[config.mk]
export PLATFORM = sky130hd
export DESIGN_NAME = tone_decoder
export DESIGN_NICKNAME = d
export VERILOG_FILES = /design/src/rtl/tone_decoder.sv
export SDC_FILE = /design/constraint.sdc
export NUM_CORES = 1
export LEC_CHECK = 0
export CORE_MARGIN = 10
export CORE_UTILIZATION = 40
export CTS_CLUSTER_DIAMETER = 80
export DETAILED_ROUTE_END_ITERATION = 8
export GPL_ROUTABILITY_DRIVEN = 1
export GPL_TIMING_DRIVEN = 0
export SYNTH_ARGS = -nofsm -noshare
export SYNTH_HDL_FRONTEND = slang
export SYNTH_SLANG_ARGS = --single-unit
[constraint.sdc]
create_clock -name clk -period 5.3 [get_ports clk]
set_clock_uncertainty 0.1 [all_clocks]
set_input_delay 1.06 -clock clk [delete_from_list [all_inputs] [get_ports clk]]
set_output_delay 1.06 -clock clk [all_outputs]
set_load 0.1 [all_outputs]
[src/rtl/tone_decoder.sv]
// tone_decoder: measures the period of an incoming square-wave tone in clk
// cycles, declares lock once successive periods agree within a tolerance,
// and flags silence after a programmable number of milliseconds without an
// accepted edge.
`timescale 1ns/1ps

module tone_decoder #(
    parameter int PW          = 16,
    parameter int MATCH_COUNT = 4,
    parameter int TOL         = 2,
    parameter int MIN_PERIOD  = 8,
    parameter int SILENCE_MS  = 20
) (
    input  logic          clk,
    input  logic          rst,
    input  logic [15:0]   ticks_per_milli,
    input  logic          sound,
    output logic [PW-1:0] period,
    output logic          period_strobe,
    output logic          locked,
    output logic          note_start,
    output logic          silence
);

    typedef enum logic [1:0] {IDLE, ARMED, TRACK, LOCKED} state_t;

    state_t state, state_nxt;

    logic          sync_p0, sync_p1, edge_p2;
    logic          rise, glitch, accept, timeout, in_tol;
    logic [PW-1:0] cnt;
    logic [PW-1:0] ref_period, ref_nxt, period_nxt;
    logic [3:0]    match_cnt, match_nxt;
    logic [15:0]   tick_cnt, tpm_eff;
    logic [7:0]    ms_cnt;
    logic [PW:0]   diff_mag;
    logic          strobe_nxt, locked_nxt, note_nxt, silence_nxt;

    // Period counter increment that sticks at all-ones instead of wrapping.
    function automatic logic [PW-1:0] sat_inc_cnt(input logic [PW-1:0] v);
        return (v == '1) ? v : v + PW'(1);
    endfunction

    // Millisecond counter increment that sticks at 255.
    function automatic logic [7:0] sat_inc_ms(input logic [7:0] v);
        return (v == 8'hFF) ? v : v + 8'd1;
    endfunction

    // Magnitude of a - b, computed one bit wider so the sign never aliases.
    function automatic logic [PW:0] abs_diff(input logic [PW-1:0] a,
                                             input logic [PW-1:0] b);
        logic signed [PW:0] d;
        d = $signed({1'b0, a}) - $signed({1'b0, b});
        return (d < 0) ? $unsigned(-d) : $unsigned(d);
    endfunction

    assign rise     = sync_p1 & ~edge_p2;
    assign glitch   = (cnt < PW'(MIN_PERIOD));
    assign accept   = rise & ((state == IDLE) | ~glitch);
    assign timeout  = (ms_cnt == 8'(SILENCE_MS)) && (state != IDLE);
    assign tpm_eff  = (ticks_per_milli == 16'd0) ? 16'd1 : ticks_per_milli;
    assign diff_mag = abs_diff(cnt, ref_period);
    assign in_tol   = (diff_mag <= (PW+1)'(TOL));

    // Two-flop synchroniser on the asynchronous pin, then an edge register.
    always_ff @(posedge clk) begin
        if (rst) begin
            sync_p0 <= 1'b0;
            sync_p1 <= 1'b0;
            edge_p2 <= 1'b0;
        end else begin
            sync_p0 <= sound;
            sync_p1 <= sync_p0;
            edge_p2 <= sync_p1;
        end
    end

    // Period counter and the millisecond silence timer.
    always_ff @(posedge clk) begin
        if (rst) begin
            cnt      <= '0;
            tick_cnt <= 16'd0;
            ms_cnt   <= 8'd0;
        end else begin
            cnt <= accept ? PW'(1) : sat_inc_cnt(cnt);
            if (accept || state == IDLE) begin
                tick_cnt <= 16'd0;
                ms_cnt   <= 8'd0;
            end else if (tick_cnt >= tpm_eff - 16'd1) begin
                tick_cnt <= 16'd0;
                ms_cnt   <= sat_inc_ms(ms_cnt);
            end else begin
                tick_cnt <= tick_cnt + 16'd1;
            end
        end
    end

    // FSM state register.
    always_ff @(posedge clk) begin
        if (rst) state <= IDLE;
        else     state <= state_nxt;
    end

    // Next-state and next-output decode; an accepted rise beats a timeout.
    always_comb begin
        state_nxt   = state;
        ref_nxt     = ref_period;
        match_nxt   = match_cnt;
        period_nxt  = period;
        strobe_nxt  = 1'b0;
        note_nxt    = 1'b0;
        locked_nxt  = locked;
        silence_nxt = silence;
        case (state)
            IDLE: begin
                silence_nxt = 1'b1;
                locked_nxt  = 1'b0;
                if (rise) begin
                    state_nxt   = ARMED;
                    silence_nxt = 1'b0;
                end
            end
            ARMED: begin
                if (accept) begin
                    state_nxt  = TRACK;
                    period_nxt = cnt;
                    strobe_nxt = 1'b1;
                    ref_nxt    = cnt;
                    match_nxt  = 4'd1;
                end
            end
            TRACK: begin
                if (accept) begin
                    period_nxt = cnt;
                    strobe_nxt = 1'b1;
                    if (in_tol) begin
                        match_nxt = match_cnt + 4'd1;
                        if (match_cnt + 4'd1 == 4'(MATCH_COUNT)) begin
                            state_nxt  = LOCKED;
                            locked_nxt = 1'b1;
                            note_nxt   = 1'b1;
                        end
                    end else begin
                        ref_nxt   = cnt;
                        match_nxt = 4'd1;
                    end
                end
            end
            LOCKED: begin
                if (accept) begin
                    period_nxt = cnt;
                    strobe_nxt = 1'b1;
                    if (!in_tol) begin
                        state_nxt  = TRACK;
                        locked_nxt = 1'b0;
                        ref_nxt    = cnt;
                        match_nxt  = 4'd1;
                    end
                end
            end
            default: state_nxt = IDLE;
        endcase
        if (timeout && !accept) begin
            state_nxt   = IDLE;
            silence_nxt = 1'b1;
            locked_nxt  = 1'b0;
            period_nxt  = '0;
            strobe_nxt  = 1'b0;
            note_nxt    = 1'b0;
        end
    end

    // Registered outputs and tracking reference.
    always_ff @(posedge clk) begin
        if (rst) begin
            period        <= '0;
            period_strobe <= 1'b0;
            locked        <= 1'b0;
            note_start    <= 1'b0;
            silence       <= 1'b1;
            ref_period    <= '0;
            match_cnt     <= 4'd0;
        end else begin
            period        <= period_nxt;
            period_strobe <= strobe_nxt;
            locked        <= locked_nxt;
            note_start    <= note_nxt;
            silence       <= silence_nxt;
            ref_period    <= ref_nxt;
            match_cnt     <= match_nxt;
        end
    end

endmodule
Word level (Yosys, flattened, before mapping)
Cells that the tools add are included.
- flip-flop bits (word level): 85
- input bits: 19
- output and inout bits: 20
- reduce and logical (&&, ||, !) cells: 24
- muxes and demuxes: 31
- eq/ne operators: 17
- add/subtract/negate cells: 7
- order comparisons: 4
- bitwise logic cells: 10
- operators by type and width (cell ; count):
    16-bit two-way mux ; 4
    16-bit by 1-bit adder with 16-bit output (second input constant) ; 2
    16-bit case mux with 2 select lines ; 1
    4-bit two-way mux ; 5
    2-bit inequality test (second input constant) ; 9
    17-bit by 2-bit less-or-equal comparator with 1-bit output (second input constant) ; 1
    17-bit by 1-bit less-than comparator with 1-bit output (second input constant) ; 1
    17-bit two-way mux ; 1
    17-bit negator ; 1
    16-bit by 16-bit subtractor with 17-bit output ; 1
    16-bit equality test (second input constant) ; 1
    16-bit greater-or-equal comparator ; 1
    16-bit logical NOT ; 1
    16-bit by 4-bit less-than comparator with 1-bit output (second input constant) ; 1
    16-bit by 1-bit subtractor with 16-bit output (second input constant) ; 1
    2-bit two-way mux ; 7
    4-bit case mux with 3 select lines ; 1
    1-bit two-way mux ; 10
    3-bit OR reduction ; 3
    8-bit by 1-bit adder with 8-bit output (second input constant) ; 1
    8-bit by 5-bit equality test with 1-bit output (second input constant) ; 1
    8-bit equality test (second input constant) ; 1
    2-bit case mux with 4 select lines ; 1
    2-bit OR reduction ; 4
    21 further kinds ; 33

Logic depth before layout (Yosys ltp)
Gate-level depths: netlist of the first run.
- depth after elaboration: 7
- depth in mapped cells: 22
- mapped depth without buffers: 20

Least setup slack after synthesis of the first run
Ideal clock, no wire load.
- path type: input-to-reg
- start: input ticks_per_milli[4]
- end: register tick_cnt[15]
- arrival: 5.528 ns
- stages: 22
- path buffers: 2
- setup slack: -0.393 ns
- library setup time: 0.065 ns
- required time: 5.135 ns
- path through: or4_1 or3_1 or4_1 nor4_1 a21oi_1 ha_1 nand2_1 nor2_1 xnor2_1 ha_1 a21o_1 a21o_1 a21oi_1 nor2b_1 o21ai_0 nand2b_1 a221oi_1 o21a_1 clkbuf_1 nand2_1 clkbuf_1 nor2_1
- word-level cells in the longest chain between the ends: 5
- RTL lines (element ; RTL line ; source):
    start, declared ; 16 ; input logic [15:0] ticks_per_milli,
    16-bit logical NOT ; 61 ; assign tpm_eff = (ticks_per_milli == 16'd0) ? 16'd1 : ticks_per_milli;
    16-bit two-way mux * ; 61 ;
    16-bit by 1-bit subtractor with 16-bit output * ; 89 ; end else if (tick_cnt >= tpm_eff - 16'd1) begin
    16-bit greater-or-equal comparator * ; 89 ;
    3-bit OR reduction (no source line) * ; n/a ;
    end signal, assigned ; 93 ; tick_cnt <= tick_cnt + 16'd1;
    end, declared ; 34 ; logic [15:0] tick_cnt, tpm_eff;
Mark *: on every way between the ends. The rest lies on a longest branch, timed or not.
A chain may end at the register's enable or synchronous reset.

Worst setup path in the final report of the first run
- start: input ticks_per_milli[5]
- end: register ms_cnt[1]
- word-level cells in the longest chain between the ends: 5
- RTL lines (element ; RTL line ; source):
    16-bit logical NOT ; 61 ;
    16-bit two-way mux * ; 61 ;
    16-bit by 1-bit subtractor with 16-bit output * ; 89 ;
    16-bit greater-or-equal comparator * ; 89 ;
    2-bit AND reduction (no source line) * ; n/a ;
    end signal, assigned ; 91 ; ms_cnt <= sat_inc_ms(ms_cnt);
    end, declared ; 35 ; logic [7:0] ms_cnt;
Marked as above.

==> results of run 1 <==
==> timing repair <==
item                                    4_1_cts  5_1_grt
gates cloned                                  1        0
buffers inserted                             11        0
pin swaps                                    20        5
hold buffers                                  0        0
gates resized for setup                      34        1
endpoints found under the setup margin       24       24
==> critical path, stage by stage <==
cell	delay [ps]
clkdlybuf4s15_2	210
or4_4	420
or3_4	390
or4_4	450
nor4_4	190
a21oi_2	110
ha_2	200
nand2_4	70
nor2_2	40
xnor2_1	120
ha_1	310
a21o_1	160
a21o_1	150
a21oi_1	120
nor2b_1	60
o21ai_1	130
nand2b_1	80
a221oi_2	300
o21a_1	230
buf_8	140
buf_6	110
o21ai_0	90
a21oi_1	140
==> worst paths after layout <==
kind	cells after the start	to	slack, ps
hold reg to reg	1	sync_p1	350
setup / recovery	23	ms_cnt[1]	190
hold / removal	1	sync_p1	350
setup reg to reg	16	ref_period[15]	410
==> registers in the layout, indices dropped and copies added (netlist names) <==
signal         cells
match_cnt          4
locked             1
sync_p0            1
ref_period        16
ms_cnt             8
silence            1
period_strobe      1
note_start         1
tick_cnt          16
cnt               16
period            16
edge_p2            1
state              2
sync_p1            1
==> stage by stage <==
step	instance area, um2	std cells	hold slack (ps)	setup slack, ps	total power, W
3_5_place_dp	6540	957	336	-1040	0.00119
3_3_place_gp	6540	957	327	-874	0.00118
4_1_cts	7010	984	352	19.0	0.00187
5_1_grt	7010	983	359	1.41	0.00196
6_report	7010	983	348	185	0.00185
2_1_floorplan	5930	735	314	26.4	0.00106
==> logic make-up (layout without fill, tap and decap cells) <==
family / count (synthesis) / after routing / share of synthesized area (%)
XOR/XNOR: 46 / 46 / 6.83
buffers and inverters: 61 / 125 / 4.20
multiplexers: 21 / 21 / 3.59
AO/OA/AOI/OAI: 161 / 161 / 18.8
adder cells (fa/ha/maj): 43 / 43 / 9.25
flip-flops: 85 / 85 / 28.9
AND/OR/NAND/NOR: 318 / 318 / 28.5
==> Yosys cell counts, types with 5 or more instances <==
cell type  number
or4_1           6
nor2_1         54
o21ai_1        12
dfxtp_1        85
o31ai_1         6
and2_1          5
clkbuf_1       21
and3_1         19
a211oi_1        6
nand2b_1       43
nor3_1         20
nand3_1        30
mux2i_1        20
a21oi_1        51
ha_1           42
nor4_1          7
nand2_1        76
o21a_1          5
nor2b_1        12
inv_1          34
xor2_1         21
and4_1          5
or3_1          10
o21ai_0        16
xnor2_1        25
nand4_1        10
a21o_1         13
==> power by group <==
part           internal, W  leakage, nW  switching (W)  total, W
Combinational     0.000204         1.75       0.000324  0.000528
Sequential        0.000655        0.686      0.0000173  0.000672
Clock             0.000410        0.150       0.000244  0.000655
==> per-layer routing <==
layer  up-vias  GRT usage (%)  wire, um
met2       120           24.6      6920
met4         0           3.55       121
met5         -              0         0
met3         7           3.07       717
li1       2759              -         -
met1      2540           20.5      7480
==> area by class of cell <==
class | count | area (um2)
Clock buffer | 11 | 233
Sequential cell | 85 | 1700
Fill cell | 1424 | 7470
Inverter | 34 | 128
Clock inverter | 4 | 73.8
Tap cell | 184 | 230
Multi-Input combinational cell | 589 | 4030
Timing Repair Buffer | 50 | 477
Buffer | 26 | 138
==> summary.md, run 1 <==
| Metric | Value |
|---|---|
| Post-route setup TNS | `0 ps` |
| Post-synthesis register bit count | `85` |
| Gate count of the mapped netlist | `735` |
| Weighted congestion reported at the end of routability-driven placement | `0.907` |
| Total clock sinks | `85` |
| Pin count of the biggest net entering global routing | `14` |
| Path type of the worst setup path | `input pin to flop` |
| Worst-Skew Late Latency | `340 ps` |
| CTS clock-pin slew for the worst setup and hold paths | `60 ps` |
| Unrepaired setup endpoints after global routing | `no` |
| Iter 0 DRT Violations | `369` |
| Largest buffer count on any clock path | `2` |
| Endpoint class of the critical path | `flop` |
| Fraction of final layout cells sized beyond drive strength 1 | `8.39%` |
| Initial Utilization | `40.7%` |
| Residual DRC count | `0` |
| Register area share after synthesis | `28.9%` |
| Required time of the critical path | `5460 ps` |
| Setup crit start kind | `input pin` |
| Buffer cell driving the clock tree root | `clkbuf_16` |
| Max capacitance violation total | `0` |
| Most frequent cells in the layout | `dfxtp_1, nand2_1, nor2_1` |
| Number of levels in the clock H-tree | `3` |
| Dominant register cell in the synthesized netlist | `dfxtp_1` |
| Wirelength, routed | `15200 um` |
| Count of inserted antenna diode cells | `0` |
| Die area | `0.0200 mm2` |
| First-pass detailed-route iteration total | `4` |
| Power per Cell Area | `265 mW/mm2` |
| Final setup violation count | `0` |
| HP Start | `sync_p0` |
| Placeable core region | `0.0145 mm2` |
| Data arrival time of the worst path | `5280 ps` |
| Most frequent standard cell in the layout excluding fill and tap cells | `dfxtp_1` |
| Io pins | `39` |
| Fraction of post-synthesis cell area in the top cell type by area | `28.9%` |
| Detail-routed via count per cell | `5.52` |
| Height of the chip | `141 um` |
| Fmax achieved | `0.196 GHz` |
| Outcome | `completed` |
| Number of failing hold endpoints at the final stage | `0` |
| Peak supply drop | `0.209 mV` |
| Number of distinct library cells after synthesis | `73` |
| TritonCTS clock tree | `built` |
| Leak Pwr | `2.58 nW` |
| Overall global routing resource usage | `15.3%` |
| Total nets after synthesis | `797` |
| Initial antenna violation count | `0` |
| Tightest slew margin relative to the limit | `33.8%` |
| Global-route wire length before repair | `26100 um` |
| I/O Buffers | `38` |
| Number of buffers inserted during clock tree synthesis | `9` |
| Transition time of the tightest slew-check pin | `990 ps` |
| Width of the chip | `141 um` |
| Post-synthesis average cell area | `8.02 um2` |
| Wire length per cell after detailed routing | `15.5 um` |
| Detailed placement HPWL | `11700 um` |
| Vias after detailed routing | `5426` |
| Fin crit period | `5110 ps` |
| Cells taking the most area after synthesis | `dfxtp_1, ha_1, nand2_1` |
| Post-synth design cell area | `0.00590 mm2` |
| Worst R2R Start | `cnt[0]` |
| Max Slew Vio Count | `0` |
| Remaining number of nets flagged by the antenna check after routing | `0` |
| Overall overflow remaining after global route | `0` |
| Crit path max fanout | `4` |
| First element of the critical path | `ticks_per_milli[5]` |
| Number of global-route vias before repair | `5293` |
| Final worst-path cycle share | `96.5%` |
| Synth warn | `0` |
| Path class of the lowest-slack min-delay path | `flop to flop` |
| Layout net count | `857` |
| Top cell type by total area after synthesis | `dfxtp_1` |
| Number of enable-type register cells in the synthesized netlist | `0` |
| Final core occ | `48.4%` |
| Count of standard-cell rows | `44` |
| Synth-to-layout area growth | `18.8%` |
| Fraction of synthesis flops using an asynchronous set or reset pin | `0%` |
No activity file was read; power rests on OpenSTA's default activity.
==> inputs of run 2 (changes only) <==
--- a/config.mk
+++ b/config.mk
@@ -5,6 +5,7 @@
 export SDC_FILE = /design/constraint.sdc
 export NUM_CORES = 1
 export LEC_CHECK = 0
+export CORE_ASPECT_RATIO = 0.6
 export CORE_MARGIN = 10
 export CORE_UTILIZATION = 40
 export CTS_CLUSTER_DIAMETER = 80
==> constraint.sdc (replaced) <==
create_clock -name clk -period 5.48 [get_ports clk]
set_clock_uncertainty 0.1 [all_clocks]
set_input_delay 1.096 -clock clk [delete_from_list [all_inputs] [get_ports clk]]
set_output_delay 1.096 -clock clk [all_outputs]
set_load 0.02 [all_outputs]
==> run 2 against run 1 <==
Effect of this change:
- design area is 3.5% higher
- non-clock buffer count up 3
- worst hold slack improved by 16 ps
- combinational power rose by 3%
- via count grew 4.0%
- first-iteration DRC count is 45% higher
- register-to-register slack got worse by 30 ps
- die area grew 0.80%
- global-route usage is 1.7 points higher
- cell count up 1.8%
- critical path type unchanged
- critical endpoint is now tick_cnt[9]
- largest power group is now clock
==> summary.md, run 2 (synthesis results as in run 1) <==
| Metric | Value |
|---|---|
| Synth-to-layout area growth | `23.0% (was 18.8%)` |
| Fraction of final layout cells sized beyond drive strength 1 | `11.2% (was 8.39%)` |
| Wirelength, routed | `17400 um (was 15200 um)` |
| Transition time of the tightest slew-check pin | `967 ps (was 990 ps)` |
| Vias after detailed routing | `5643 (was 5426)` |
| Io pins | `39 (unchanged)` |
| Fmax achieved | `0.185 GHz` |
| Buffer cell driving the clock tree root | `clkbuf_16 (unchanged)` |
| Most frequent cells in the layout | `dfxtp_1, nand2_1, a21oi_1 (was dfxtp_1, nand2_1, nor2_1)` |
| Detailed placement HPWL | `13200 um (was 11700 um)` |
| Count of inserted antenna diode cells | `0 (unchanged)` |
| Setup crit start kind | `input pin (unchanged)` |
| Detail-routed via count per cell | `5.64 (was 5.52)` |
| Wire length per cell after detailed routing | `17.3 um (was 15.5 um)` |
| Pin count of the biggest net entering global routing | `15 (was 14)` |
| Final worst-path cycle share | `98.8%` |
| Worst-Skew Late Latency | `340 ps (about the same)` |
| TritonCTS clock tree | `built (unchanged)` |
| Number of levels in the clock H-tree | `3 (unchanged)` |
| Most frequent standard cell in the layout excluding fill and tap cells | `dfxtp_1 (unchanged)` |
| Remaining number of nets flagged by the antenna check after routing | `0 (unchanged)` |
| Die area | `0.0202 mm2 (was 0.0200 mm2)` |
| Placeable core region | `0.0145 mm2 (about the same)` |
| Iter 0 DRT Violations | `535 (was 369)` |
| Width of the chip | `177 um (was 141 um)` |
| Overall overflow remaining after global route | `0 (unchanged)` |
| Outcome | `completed (unchanged)` |
| Power per Cell Area | `258 mW/mm2 (was 265 mW/mm2)` |
| Tightest slew margin relative to the limit | `34.7% (was 33.8%)` |
| Weighted congestion reported at the end of routability-driven placement | `0.861 (was 0.907)` |
| Overall global routing resource usage | `17.0% (was 15.3%)` |
| Number of buffers inserted during clock tree synthesis | `9 (unchanged)` |
| Required time of the critical path | `5660 ps (was 5460 ps)` |
| CTS Hold Buffers Added | `0 (unchanged)` |
| Initial Utilization | `40.8% (was 40.7%)` |
| Layout net count | `860 (was 857)` |
| Minimum setup slack in the final design | `64.6 ps (was 185 ps)` |
| Number of global-route vias before repair | `5375 (was 5293)` |
| First-pass detailed-route iteration total | `5 (was 4)` |
| Path class of the lowest-slack min-delay path | `flop to flop (unchanged)` |
| Pre-CTS setup slack | `-1630 ps (was -1040 ps)` |
| Count of standard-cell rows | `34 (was 44)` |
| Unrepaired setup endpoints after global routing | `yes (was no)` |
| I/O Buffers | `38 (unchanged)` |
| Post-route setup TNS | `0 ps (unchanged)` |
| Height of the chip | `114 um (was 141 um)` |
| Max capacitance violation total | `0 (unchanged)` |
| Path type of the worst setup path | `input pin to flop (unchanged)` |
| Residual DRC count | `0 (unchanged)` |
| Number of failing hold endpoints at the final stage | `0 (unchanged)` |
| Leak Pwr | `2.65 nW (was 2.58 nW)` |
| Data arrival time of the worst path | `5590 ps (was 5280 ps)` |
| Crit path max fanout | `5 (was 4)` |
| Largest buffer count on any clock path | `2 (unchanged)` |
| Final setup violation count | `0 (unchanged)` |
| Max Slew Vio Count | `0 (unchanged)` |
| Post-placement cell area | `0.00654 mm2 (about the same)` |
| Endpoint class of the critical path | `flop (unchanged)` |
| Peak supply drop | `0.158 mV (was 0.209 mV)` |
| CTS clock-pin slew for the worst setup and hold paths | `60 ps (about the same)` |
| Initial antenna violation count | `0 (unchanged)` |
| Fin crit period | `5420 ps` |
| Total clock sinks | `85 (unchanged)` |
| Smallest hold slack | `364 ps (was 348 ps)` |
| Final design instance area without fill | `0.00725 mm2 (was 0.00701 mm2)` |
| Global-route wire length before repair | `28000 um (was 26100 um)` |
==> run 2: changes by cell type in the layout (fill, tap and decap cells not counted), sizes merged <==
cell,before,now
inv,34,35
clkinvlp,0,1
buf,21,26
clkdlybuf4s15,1,0
clkinv,2,1
clkbuf,31,30
==> run 2: layer usage <==
| layer | GRT usage (%) | part of all wire [%] | vias to the layer above | wire [um] |
|---|---|---|---|---|
| li1 | - | - | 2766 | - |
| met1 | 24.9 | 51 | 2700 | 8930 |
| met2 | 23.4 | 40 | 161 | 6990 |
| met3 | 5.11 | 7.5 | 16 | 1300 |
| met4 | 3.96 | 0.81 | 0 | 141 |
| met5 | 0 | 0 | - | 0 |
==> run 2: layout make-up <==
class                      count  area [um2]
clock buffer                  11         253
clock inverter                 5        81.3
sequential                    85        1700
tap                          198         248
fill                        1405        7210
timing repair buffer          53         547
buffer                        26         149
inverter                      34         128
multi-input combinational    589        4140
==> run 2: metrics by stage <==
stage / utilization [%] / total power (W) / std cells
3_3_place_gp: 45.2 / 0.00114 / 971
3_5_place_dp: 45.2 / 0.00115 / 971
5_1_grt: 50.1 / 0.00196 / 1001
4_1_cts: 50.0 / 0.00186 / 1000
6_report: 50.1 / 0.00187 / 1001
2_1_floorplan: - / 0.00101 / 735
==> run 2: worst max-delay path, stage by stage <==
cell and delay (ps):
buf_8 100, or4_4 540, or3_4 360, or4_4 450, nor4_4 240, a21oi_2 110
ha_2 210, nand2_4 100, nor2_4 50, xnor2_2 130, ha_1 290, a21o_1 160
a21o_1 160, a21oi_2 140, nor2b_1 60, o21ai_1 120, nand2b_1 100, a221oi_2 350
o21a_2 260, buf_8 130, buf_12 100, nand2_8 60, clkbuf_16 190, nor2_4 70
==> run 2: timing repair <==
action / 4_1_cts / 5_1_grt
buffers inserted: 12 / 2
resized for setup: 67 / 10
pin swaps: 35 / 11
setup endpoints to repair: 24 / 24
cloned: 2 / 0
==> run 2: worst paths after layout <==
path	from	end	slack, ps	cells past startpoint
worst max register to register	cnt[0]	ref_period[7]	380	16
worst max-delay path	ticks_per_milli[4]	tick_cnt[9]	60	24
worst min-delay path	period[4]	period[4]	360	2
worst min register to register	period[4]	period[4]	360	2
==> run 2: power by group <==
group	leakage (nW)	internal, W	switching, W	total [W]
Sequential	0.686	0.000633	0.0000176	0.000651
Combinational	1.80	0.000209	0.000336	0.000545
Clock	0.162	0.000425	0.000249	0.000674
